## config.mk

```make
export PLATFORM = sky130hd
export DESIGN_NAME = uart_tx_param
export DESIGN_NICKNAME = d
export VERILOG_FILES = /design/src/rtl/uart_pkg.sv /design/src/rtl/uart_tx_fifo.sv /design/src/rtl/uart_tx_param.sv
export SDC_FILE = /design/constraint.sdc
export NUM_CORES = 1
export LEC_CHECK = 0
export BUFFER_PORTS_ARGS = -buffer_cell sky130_fd_sc_hd__buf_2
export CAP_MARGIN = 20
export CORE_MARGIN = 2
export CORE_UTILIZATION = 48
export DETAILED_ROUTE_END_ITERATION = 7
export HOLD_SLACK_MARGIN = 0.1
export PLACE_DENSITY_LB_ADDON = 0.2
export SKIP_LAST_GASP = 1
export SYNTH_ARGS = -nofsm -noshare
export SYNTH_HDL_FRONTEND = slang
export SYNTH_SLANG_ARGS = --single-unit
export TNS_END_PERCENT = 20
```

## constraint.sdc

```tcl
create_clock -name CLK -period 1.8 [get_ports CLK]
set_input_delay 0.54 -clock CLK [delete_from_list [all_inputs] [get_ports CLK]]
set_output_delay 0.54 -clock CLK [all_outputs]
set_load 0.005 [all_outputs]
```

## src/rtl/uart_pkg.sv

```systemverilog
// Shared types and constants for the parameterised UART transmitter.
package uart_pkg;

  typedef enum logic [2:0] {
    ST_IDLE,
    ST_START,
    ST_DATA,
    ST_PARITY,
    ST_STOP
  } state_t;

  localparam int PAR_NONE = 0;
  localparam int PAR_ODD  = 1;
  localparam int PAR_EVEN = 2;

  localparam int DEF_CLK_DIV = 434;

  // ones_odd is the XOR-reduction of the data word
  function automatic logic par_bit(input logic ones_odd,
                                   input int   mode);
    return (mode == PAR_ODD) ? ~ones_odd : ones_odd;
  endfunction

endpackage

```

## src/rtl/uart_tx_fifo.sv

```systemverilog
// Synchronous TX FIFO; pointers carry one extra wrap bit for full/empty.
module uart_tx_fifo #(
  parameter int DEPTH = 4,
  parameter int W     = 8
) (
  input  logic                     clk_i,
  input  logic                     rst_i,
  input  logic                     push_i,
  input  logic                     pop_i,
  input  logic [W-1:0]             wdata_i,
  output logic [W-1:0]             rdata_o,
  output logic                     full_o,
  output logic                     empty_o,
  output logic [$clog2(DEPTH):0]   count_o
);

  localparam int AW = $clog2(DEPTH);

  logic [AW:0]  wr_q, wr_d;
  logic [AW:0]  rd_q, rd_d;
  logic [W-1:0] mem_q [DEPTH];
  logic         push_ok;
  logic         pop_ok;

  assign empty_o = (wr_q == rd_q);
  assign full_o  = (wr_q[AW] != rd_q[AW]) &&
                   (wr_q[AW-1:0] == rd_q[AW-1:0]);
  assign count_o = wr_q - rd_q;
  assign rdata_o = mem_q[rd_q[AW-1:0]];

  assign push_ok = push_i & ~full_o;
  assign pop_ok  = pop_i & ~empty_o;

  always_comb begin
    wr_d = wr_q;
    rd_d = rd_q;
    if (push_ok) wr_d = wr_q + (AW+1)'(1);
    if (pop_ok)  rd_d = rd_q + (AW+1)'(1);
  end

  always_ff @(posedge clk_i or posedge rst_i) begin
    if (rst_i) begin
      wr_q <= '0;
      rd_q <= '0;
    end else begin
      wr_q <= wr_d;
      rd_q <= rd_d;
    end
  end

  always_ff @(posedge clk_i) begin
    if (push_ok) mem_q[wr_q[AW-1:0]] <= wdata_i;
  end

endmodule

```

## src/rtl/uart_tx_param.sv

```systemverilog
// Parameterised UART transmitter; define UART_TX_FIFO_EN to add a TX FIFO
// (otherwise a single holding register and TX_FULL = TX_BUSY).
module uart_tx_param
  import uart_pkg::*;
#(
  parameter int CLK_DIV    = DEF_CLK_DIV,
  parameter int DATA_BITS  = 8,
  parameter int PARITY     = PAR_NONE,
  parameter int STOP_BITS  = 1,
  parameter int FIFO_DEPTH = 4
) (
  input  logic                 CLK,
  input  logic                 RST,
  input  logic                 TX_START,
  input  logic [DATA_BITS-1:0] TX_DATA,
  output logic                 TX_BUSY,
  output logic                 TX_FULL,
  output logic                 TX_PIN
);

  state_t                 state_q, state_d;
  logic [15:0]            cnt_q, cnt_d;
  logic [3:0]             bit_q, bit_d;
  logic                   stop_q, stop_d;
  logic [DATA_BITS-1:0]   sh_q, sh_d;
  logic                   pin_q, pin_d;

  logic [DATA_BITS-1:0]   head;
  logic                   head_v;
  logic                   more;
  logic                   push;
  logic                   pop;
  logic                   cnt_end;
  logic                   par_w;

  assign push = TX_START & ~TX_FULL;

`ifdef UART_TX_FIFO_EN
  logic [$clog2(FIFO_DEPTH):0] f_cnt;
  logic                        f_empty;
  logic                        f_full;

  // Head stays queued until its frame ends, so it counts toward occupancy
  uart_tx_fifo #(
    .DEPTH (FIFO_DEPTH),
    .W     (DATA_BITS)
  ) u_fifo (
    .clk_i   (CLK),
    .rst_i   (RST),
    .push_i  (push),
    .pop_i   (pop),
    .wdata_i (TX_DATA),
    .rdata_o (head),
    .full_o  (f_full),
    .empty_o (f_empty),
    .count_o (f_cnt)
  );

  assign head_v  = ~f_empty;
  assign more    = f_cnt > ($clog2(FIFO_DEPTH)+1)'(1);
  assign TX_FULL = f_full;
  assign TX_BUSY = (state_q != ST_IDLE) | ~f_empty;
`else
  logic [DATA_BITS-1:0] hold_q;
  logic                 hold_v_q;

  always_ff @(posedge CLK or posedge RST) begin
    if (RST) begin
      hold_q   <= '0;
      hold_v_q <= 1'b0;
    end else if (push) begin
      hold_q   <= TX_DATA;
      hold_v_q <= 1'b1;
    end else if (pop) begin
      hold_v_q <= 1'b0;
    end
  end

  assign head    = hold_q;
  assign head_v  = hold_v_q;
  assign more    = 1'b0;
  assign TX_BUSY = hold_v_q | (state_q != ST_IDLE);
  assign TX_FULL = TX_BUSY;
`endif

  assign cnt_end = (cnt_q == 16'(CLK_DIV-1));
  assign par_w   = par_bit(^head, PARITY);
  assign TX_PIN  = pin_q;

  always_comb begin
    state_d = state_q;
    cnt_d   = cnt_end ? '0 : cnt_q + 16'd1;
    bit_d   = bit_q;
    stop_d  = stop_q;
    sh_d    = sh_q;
    pin_d   = pin_q;
    pop     = 1'b0;
    unique case (state_q)
      ST_IDLE: begin
        cnt_d = '0;
        pin_d = 1'b1;
        if (head_v) begin
          state_d = ST_START;
          pin_d   = 1'b0;
        end
      end
      ST_START: begin
        if (cnt_end) begin
          state_d = ST_DATA;
          bit_d   = '0;
          pin_d   = head[0];
          sh_d    = head >> 1;
        end
      end
      ST_DATA: begin
        if (cnt_end) begin
          if (bit_q == 4'(DATA_BITS-1)) begin
            if (PARITY != PAR_NONE) begin
              state_d = ST_PARITY;
              pin_d   = par_w;
            end else begin
              state_d = ST_STOP;
              pin_d   = 1'b1;
              stop_d  = 1'b0;
            end
          end else begin
            bit_d = bit_q + 4'd1;
            pin_d = sh_q[0];
            sh_d  = sh_q >> 1;
          end
        end
      end
      ST_PARITY: begin
        if (cnt_end) begin
          state_d = ST_STOP;
          pin_d   = 1'b1;
          stop_d  = 1'b0;
        end
      end
      ST_STOP: begin
        if (cnt_end) begin
          if (stop_q == 1'(STOP_BITS-1)) begin
            pop = 1'b1;
            // Back-to-back only when a word beyond the current head waits
            if (more) begin
              state_d = ST_START;
              pin_d   = 1'b0;
            end else begin
              state_d = ST_IDLE;
              pin_d   = 1'b1;
            end
          end else begin
            stop_d = 1'b1;
          end
        end
      end
      default: begin
        state_d = ST_IDLE;
        pin_d   = 1'b1;
      end
    endcase
  end

  always_ff @(posedge CLK or posedge RST) begin
    if (RST) begin
      state_q <= ST_IDLE;
      cnt_q   <= '0;
      bit_q   <= '0;
      stop_q  <= 1'b0;
      sh_q    <= '0;
      pin_q   <= 1'b1;
    end else begin
      state_q <= state_d;
      cnt_q   <= cnt_d;
      bit_q   <= bit_d;
      stop_q  <= stop_d;
      sh_q    <= sh_d;
      pin_q   <= pin_d;
    end
  end

endmodule

```

### Word level (Yosys, flattened, before mapping)

Index checks and enable logic that the tools add are counted.

* input port bits: 11
* output and inout bits: 3
* logic and storage cells: 73
* flip-flop bits (word level): 42

* bitwise operators: 3
* mux-type cells: 37
* equal/unequal tests: 14
* reduce and logical (&&, ||, !) cells: 9
* $add $sub $neg: 2

Operator list (count)
* $mux W16: 2
* $mux W8: 3
* $mux W3: 7
* $mux W1: 17
* $add A16 B1 Y16 const B: 1
* $eq A16 B9 Y1 const B: 1
* $ne A2 B2 Y1 const B: 8
* $pmux W8 S2: 1
* $pmux W3 S5: 1
* $mux W4: 3
* $reduce_and A5 Y1: 2
* $pmux W4 S2: 1
* $reduce_and A7 Y1: 1
* $eq A3 B2 Y1 const B: 2
* $reduce_bool A3 Y1: 2
* $pmux W1 S5: 1
* $add A4 B1 Y4 const B: 1
* $eq A4 B3 Y1 const B: 1
* $reduce_and A4 Y1: 1
* $reduce_bool A2 Y1: 2
* $eq A3 B1 Y1 const B: 1
* $eq A3 B3 Y1 const B: 1
* $logic_not A3 Y1: 1
* $pmux W1 S3: 1
* 3 further kinds: 3

### Longest topological paths before layout

Gate-level depths: netlist of run 1.

* depth in word-level cells: 5
* gate-level depth with buffers: 8
* depth with buffers taken out: 6

### Worst setup path after synthesis of run 1

No wires, ideal clock.

* path type: register to register
* start point: register cnt_q[1]
* end point: register sh_q[0]
* stages on the path, launching flop included: 8
* data required time: 1.675 ns
* period minus slack after synthesis: 1.700 ns
* arrival: 1.574 ns
* slack: 0.100 ns
* path through: dfrtp_1 -> inv_1 -> ha_1 -> nor3b_1 -> nand4_1 -> a211o_1 -> buf_6 -> mux2_4

* cells in the longest elaborated chain, start to end: 3
* elaborated cells on any way between the ends: 4

RTL lines
* start: declaration: RTL line uart_tx_param.sv:22 `logic [15:0] cnt_q, cnt_d;`
* start signal: assignment: RTL line uart_tx_param.sv:174 `cnt_q <= cnt_d;`
* $eq A16 B9 Y1 *: RTL line uart_tx_param.sv:86 `assign cnt_end = (cnt_q == 16'(CLK_DIV-1));`
* $ne A2 B2 Y1 (no source line)
* $reduce_and A4 Y1 (no source line) *
* end signal: assignment: RTL line uart_tx_param.sv:170 `sh_q <= '0;`
* end signal: assignment: RTL line uart_tx_param.sv:177 `sh_q <= sh_d;`
* end: declaration: RTL line uart_tx_param.sv:25 `logic [DATA_BITS-1:0] sh_q, sh_d;`

Mark *: on every way between the ends. The rest lies on a longest branch, timed or not.
A chain may end at the register's enable or synchronous reset.

### Worst setup path in the final report of run 1

* start point: register state_q[2]
* end point: output port TX_FULL

* cells in the longest elaborated chain, start to end: 2

RTL lines
* start: declaration: RTL line uart_tx_param.sv:21 `state_t state_q, state_d;`
* start signal: assignment: RTL line uart_tx_param.sv:173 `state_q <= state_d;`
* $reduce_bool A3 Y1: RTL line uart_tx_param.sv:82 `assign TX_BUSY = hold_v_q | (state_q != ST_IDLE);`
* $or A1 B1 Y1: RTL line uart_tx_param.sv:82
* end: declaration: RTL line uart_tx_param.sv:17 `output logic TX_FULL,`

Every way passes these cells.

==> key figures, run 1 <==
Global routing
  – Overall global routing resource usage: 0.191
  – Number of global-route vias before repair: 1452
  – Overflow after GRT: 0
  – First-pass GRT wire length: ~6500 um
  – Initial antenna violation count: 0
  – Largest net degree at the start of global routing: roughly 40

Setup path
  – WS Path Type: reg2out
  – Crit. End Element: primary output
  – CP max stage cell: dfrtp_1
  – Cell family with most CP delay: flip-flops
  – Reg2reg end: sh_q[5]
  – Critical Path AT: between 1 and 1.5 ns
  – Worst path cell trace: nor4_4 > inv_1 > buf_2
  – Required @ worst endpoint: 1.26 ns
  – R2R cell count: 6
  – Critical path fanouts, max: 4
  – Critical Path Max Stage Delay: ~0.46 ns
  – R2r setup slk: ~0.06 ns
  – CP bufs+invs: 2
  – Reg-to-Reg Start: state_q[0]
  – CP Launch Type: flop

Clocking
  – CTS tree: built
  – Clk buf depth: 2
  – Number of H-tree levels: 2
  – Worst-path clk slew: 0.07 ns
  – Worst-skew pair later-pin latency: approximately 0.29 ns
  – CTS Hold Buffers Added: 0
  – Root Buffer: clkbuf_8
  – Clock Sinks: 40
  – CTS Buf Count: 5

Job
  – Max-cap violations: 0

Yosys
  – Syn Nets: approximately 190
  – Register area share after synthesis: 0.497
  – Cells after synthesis: 178
  – EDFF count, synth: 0
  – Yosys cell types: 39
  – YS warnings: 0
  – Synthesized cell area: ~2000 um2
  – Synth Register Bits: 40
  – Synth Area per Inst: ~11 um2
  – Top FF cell, synth: dfrtp_1
  – Asr flop ratio synth: 1.00

Pwr
  – Combinational share of power: 0.021
  – Total power: 1.53 mW
  – Cell internal pwr: around 1.2 mW
  – Sequential share of power: 0.585
  – Pwr/cell area: ~630 nW/um2
  – Peak VDD IR: 475 uV
  – Psw: a little over 300 uW
  – Clock network fraction of total power: 0.394
  – Switching fraction of total power: 0.203
  – P_leak: 1.21 nW

Timing
  – Clock Skew: roughly 0.0081 ns
  – Final Max Tran Viols: 0
  – Final Critical Period: ~1.8 ns
  – Hold Vio Cnt, Final: 0
  – Final WS setup: -0.0100 ns
  – Worst-margin pin slew: approximately 0.47 ns
  – Setup-failing EPs final: 2
  – Slew headroom: 0.685
  – Fmax: approximately 550 MHz
  – RSZ-0062 raised after global routing: true
  – Final period utilization: 1.01

Run status
  – Outcome: finished, violations left
  – Violated checks: setup timing

Layout
  – Layout cells sized above 1: 0.299
  – Fin nets: about 230
  – Number of non-filler instances in the completed layout: between 200 and 300
  – Area Growth Syn to Fin: 21.6%
  – Multi-input combinational cell area: roughly 950 um2
  – FF+latch area: approximately 1000 um2
  – # fillers: approximately 340
  – Antenna cells: 0

Route
  – Initial DRC Count: 58
  – Vias: 1432
  – Routed vias/inst: ~5.3
  – # DRC: 0
  – DRT Pass-1 Iters: 4
  – DRT Wirelength: approximately 3900 um
  – Routed len/inst: between 10 and 15 um
  – Routed Antenna Nets: 0

Placement
  – Dpl ws: -0.00236 ns
  – Input/output buffers: 13
  – Routability Congestion: ~0.8
  – Placed insts: between 200 and 300
  – DP HPWL: around 2800 um

Floorplan
  – # rows: 23
  – Core ar.: 4030 um2
  – Die Width: around 69 um
  – Die Y: between 60 and 70 um
  – Die area: about 4700 um2
  – Initial Utilization: 0.501
  – Io pins: 14

Min path
  – HP Class: in2async
## worst register-to-register path, cell delays in order (launching register included)
cell     delay [ns]
dfrtp_1        0.39
buf_6          0.13
buf_12         0.12
nor3b_4        0.22
buf_12         0.15
mux2_2         0.33
mux2_1         0.28
## synth_stat cells (all sizes together) (2+ instances only)
cell type | count | area share
nand2 | 8 | 0.015
o21ai | 4 | 0.012
a21oi | 2 | 0.0050
nor4 | 7 | 0.031
xnor2 | 13 | 0.056
buf | 5 | 0.020
nor3b | 3 | 0.017
nand4 | 4 | 0.012
nand3 | 8 | 0.020
mux2 | 21 | 0.13
and3b | 2 | 0.0087
clkbuf | 2 | 0.011
nor2 | 24 | 0.045
a21o | 3 | 0.011
dfrtp | 39 | 0.48
ha | 3 | 0.019
inv | 8 | 0.015
mux2i | 2 | 0.0099
nand3b | 4 | 0.015
nor3 | 5 | 0.012
## per-layer routing
| layer | part of all wire | vias to the layer above | GRT usage |
|---|---|---|---|
| met4 | 0.025 | 0 | 0.0931 |
| li1 | - | 699 | - |
| met2 | 0.47 | 22 | 0.298 |
| met3 | 0.032 | 10 | 0.0503 |
| met1 | 0.48 | 701 | 0.246 |
| met5 | 0 | - | 0 |
## how the worst max path moves through the flow
stage | start | endpoint | slack (ns) | cells past startpoint
2_1_floorplan | cnt_q[1] | sh_q[0] | 0.10 | 7
3_3_place_gp | cnt_q[11] | sh_q[1] | 0.06 | 5
3_5_place_dp | cnt_q[1] | sh_q[5] | -0.002 | 7
4_1_cts | state_q[0] | TX_FULL | -0.06 | 4
5_1_grt | state_q[2] | TX_BUSY | -0.08 | 3
6_report | state_q[2] | TX_FULL | -0.01 | 3
## through the flow
| step | hold WS, ns | cell area, um2 | TNS (ns) | utilization |
|---|---|---|---|---|
| after floorplan | 0.457 | 2020 | 0 | - |
| after global placement | 0.468 | 2280 | 0 | 0.567 |
| after detailed placement | 0.481 | 2280 | -0.00459 | 0.567 |
| after CTS | 0.302 | 2420 | -0.207 | 0.601 |
| after global routing | 0.304 | 2450 | -0.556 | 0.609 |
| final | 0.294 | 2450 | -0.0187 | 0.609 |
## placed cells by master, fill, tap and decap left out, drive strengths merged, types with 4 or more instances in the layout
master  netlist  final
buf           5     42
clkbuf        2      8
dfrtp        39     39
inv           8      8
mux2         21     21
nand2         8      8
nand3         8      8
nand3b        4      4
nand4         4      4
nor2         24     24
nor3          5      5
nor4          7      7
o21ai         4      4
xnor2        13     13
## power groups by stage
stage | Clock [mW] | Combinational (mW) | Sequential [mW]
floorplan | 0 | 0.0134 | 0.916
global placement | 0 | 0.0331 | 0.916
detailed placement | 0 | 0.0343 | 0.916
CTS | 0.629 | 0.0344 | 0.898
global route | 0.676 | 0.0376 | 0.898
finish | 0.604 | 0.0323 | 0.898
## flip-flops by register name, indices dropped and copies added, names as in the netlist
register  cells
cnt_q        16
head          8
sh_q          7
bit_q         4
state_q       3
TX_PIN        1
head_v        1
## what timing repair did
action,in CTS,in global routing
endpoints found under the setup margin,6,27
gates cloned,0,0
gates resized for setup,2,2
pin swaps,1,4
buffers inserted,3,1
## cell families after synthesis
family,Yosys count,share of synthesized area
muxes,23,0.138
and+or+nand+nor,69,0.193
buffers and inverters,15,0.0453
AOI/OAI and AO/OA,14,0.0477
adders and majority gates,3,0.0186
xor gates and xnor gates,14,0.0608
DFF,40,0.497
## layout make-up
type | count | share of cell area
Multi-Input combinational cell | 123 | 0.385
Clock buffer | 8 | 0.0367
Tap cell | 50 | 0.0255
Inverter | 8 | 0.0122
Timing Repair Buffer | 42 | 0.132
Sequential cell | 40 | 0.408
No activity file was read; power rests on OpenSTA's default activity.
==> run 2, diff against run 1 <==
- clock period: 1.8 -> 2.1 ns (I/O delays scaled with it)
==> run 2 against run 1 <==
- the run now ends clean
- sequential share of layout area is 4.6 points higher
- flip-flop and latch count stayed put
- hold slack better by 0.15 ns
- setup slack better by 0.20 ns
- clock power is 13% lower
- first-iteration DRC count is 6.9% higher
- global-route usage is 0.99 points lower
- final cell count is 9.2% lower
- die area stayed put
- via count is 7.2% lower
- wire length is 8.4% lower
- count of clock-buffer cells in the layout stayed put
- largest cell class unchanged
- highest routed layer unchanged
==> key figures, run 2 (synthesis gave the netlist of run 1 again) <==
Route
  – Initial DRC Count: 62 (was 58)
  – Routed vias/inst: 5.40 (was 5.28)
  – Vias: 1329 (was 1432)
  – DRT Pass-1 Iters: 4 (unchanged)
  – # DRC: 0 (unchanged)
  – Routed len/inst: 14.4 um (was 14.3 um)
  – DRT Wirelength: 3540 um (was 3870 um)
  – Routed Antenna Nets: 0 (unchanged)

Global routing
  – GR Layer Usage met3: 0.0487 (was 0.0503)
  – Initial antenna violation count: 0 (unchanged)
  – Grt peak-use layer: met2 (unchanged)
  – First-pass GRT wire length: 6180 um (was 6540 um)
  – Number of global-route vias before repair: 1349 (was 1452)
  – Largest net degree at the start of global routing: 41 (unchanged)
  – Met1 Use GR: 0.230 (was 0.246)
  – Overflow after GRT: 0 (unchanged)
  – Grt met2 use: 0.293 (was 0.298)
  – Overall global routing resource usage: 0.181 (was 0.191)

Setup path
  – Critical Path AT: 1.28 ns (was 1.27 ns)
  – Critical path fanouts, max: 4 (unchanged)
  – CP Launch Type: flop (unchanged)
  – WS Path Type: reg2out (unchanged)
  – Crit. End Element: primary output (unchanged)
  – R2R cell count: 6 (unchanged)
  – Required @ worst endpoint: 1.47 ns (was 1.26 ns)

Layout
  – Top reg by flops: cnt_q (unchanged)
  – Post-layout instance area: 2210 um2 (was 2450 um2)
  – Commonest non-fill, non-tap cell in the layout: dfrtp_1 (unchanged)
  – # fillers: 361 (was 344)
  – Max reg flops: 16 (unchanged)
  – Multi-input combinational cell area: 926 um2 (was 946 um2)
  – Area Growth Syn to Fin: 9.30% (was 21.6%)
  – Layout cells sized above 1: 0.209 (was 0.299)
  – Fin nets: 209 (was 234)
  – Antenna cells: 0 (unchanged)
  – FF+latch area: 1000 um2 (unchanged)
  – Final core utilization: 0.548 (was 0.609)
  – Commonest cells after routing, fill and taps aside: 39 x dfrtp_1, 24 x nor2_1, 13 x xnor2_1, 13 x buf_2, 12 x mux2_1 (was 39 x dfrtp_1, 25 x buf_4, 24 x nor2_1)

Timing
  – Clock Skew: 0.00684 ns (was 0.00812 ns)
  – Setup-failing EPs final: 0 (was 2)
  – Total negative slack: 0 ns (was -0.0187 ns)
  – Slew headroom: 0.528 (was 0.685)
  – Final Max Tran Viols: 0 (unchanged)
  – Final Critical Period: roughly 1.9 ns
  – Worst-margin pin slew: 0.707 ns (was 0.469 ns)
  – Hold Vio Cnt, Final: 0 (unchanged)
  – RSZ-0062 raised after global routing: false (was true)
  – Final period utilization: 0.908
  – Fmax: ~520 MHz

Clocking
  – Root Buffer: clkbuf_8 (unchanged)
  – Number of H-tree levels: 2 (unchanged)
  – Worst-path clk slew: 0.08 ns (was 0.07 ns)
  – CTS Buf Count: 5 (unchanged)
  – Postcts setup bufs: 0 (was 3)
  – CTS tree: built (unchanged)
  – CTS Hold Buffers Added: 0 (unchanged)
  – Clk buf depth: 2 (unchanged)
  – Cts repair resizes: 0 (was 2)
  – Worst-skew pair later-pin latency: 0.29 ns (about the same)
  – Clock Sinks: 40 (unchanged)

Pwr
  – Total power: 1.32 mW (was 1.53 mW)
  – P_leak: 1.06 nW (was 1.21 nW)
  – Peak VDD IR: 310 uV (was 475 uV)
  – Pwr/cell area: 598 nW/um2 (was 625 nW/um2)

Floorplan
  – Die Y: 68.8 um (unchanged)
  – Die Width: 68.8 um (unchanged)
  – Core ar.: 4030 um2 (unchanged)
  – # rows: 23 (unchanged)
  – Die area: 4740 um2 (unchanged)
  – Initial Utilization: 0.501 (unchanged)
  – Io pins: 14 (unchanged)

Run status
  – Outcome: finished, final reports clean (was finished, violations left)

Placement
  – Routability Congestion: 0.799 (was 0.810)
  – Input/output buffers: 13 (unchanged)
  – Placed cell area: 2110 um2 (was 2280 um2)
  – DP HPWL: 2460 um (was 2810 um)

Min path
  – HP Class: in2async (unchanged)

Job
  – Max-cap violations: 0 (unchanged)
[run 2: critical path: stages, from the launching register on]
cell	delay, ns
dfrtp_1	0.45
nor4_2	0.32
inv_1	0.08
buf_2	0.13
[run 2: routing by layer]
metal	part of all wire	vias up
li1	-	655
met1	0.47	645
met2	0.48	25
met3	0.043	4
met4	0.011	0
met5	0	-
[run 2: worst paths after layout]
check	startpoint	end	slack, ns
worst max-delay path	state_q[2]	TX_FULL	0.19
worst min-delay path	RST	sh_q[6]	0.45
worst max register to register	cnt_q[1]	sh_q[5]	0.21
worst min register to register	head[3]	head[3]	0.49
max in group asynchronous	RST	TX_PIN	1.30
min in group CLK	head[3]	head[3]	0.49
[run 2: per-stage QoR]
stage | instances | hold slack [ns] | setup slack [ns]
after floorplan | 178 | 0.457 | 0.397
after global placement | 238 | 0.472 | 0.215
after detailed placement | 238 | 0.478 | 0.110
after CTS | 246 | 0.457 | 0.0979
after global routing | 246 | 0.492 | 0.0372
final | 246 | 0.448 | 0.193
[run 2: area by class of cell]
| class | count | area share |
|---|---|---|
| Inverter | 8 | 0.0136 |
| Sequential cell | 40 | 0.454 |
| Tap cell | 50 | 0.0284 |
| Multi-Input combinational cell | 123 | 0.420 |
| Clock buffer | 8 | 0.0408 |
| Timing Repair Buffer | 17 | 0.0431 |
[run 2: report_power, final]
part / switching (mW) / internal (mW)
clock: 0.257 / 0.268
combinational: 0.0161 / 0.00786
sequential: 0 / 0.770
total: 0.273 / 1.05
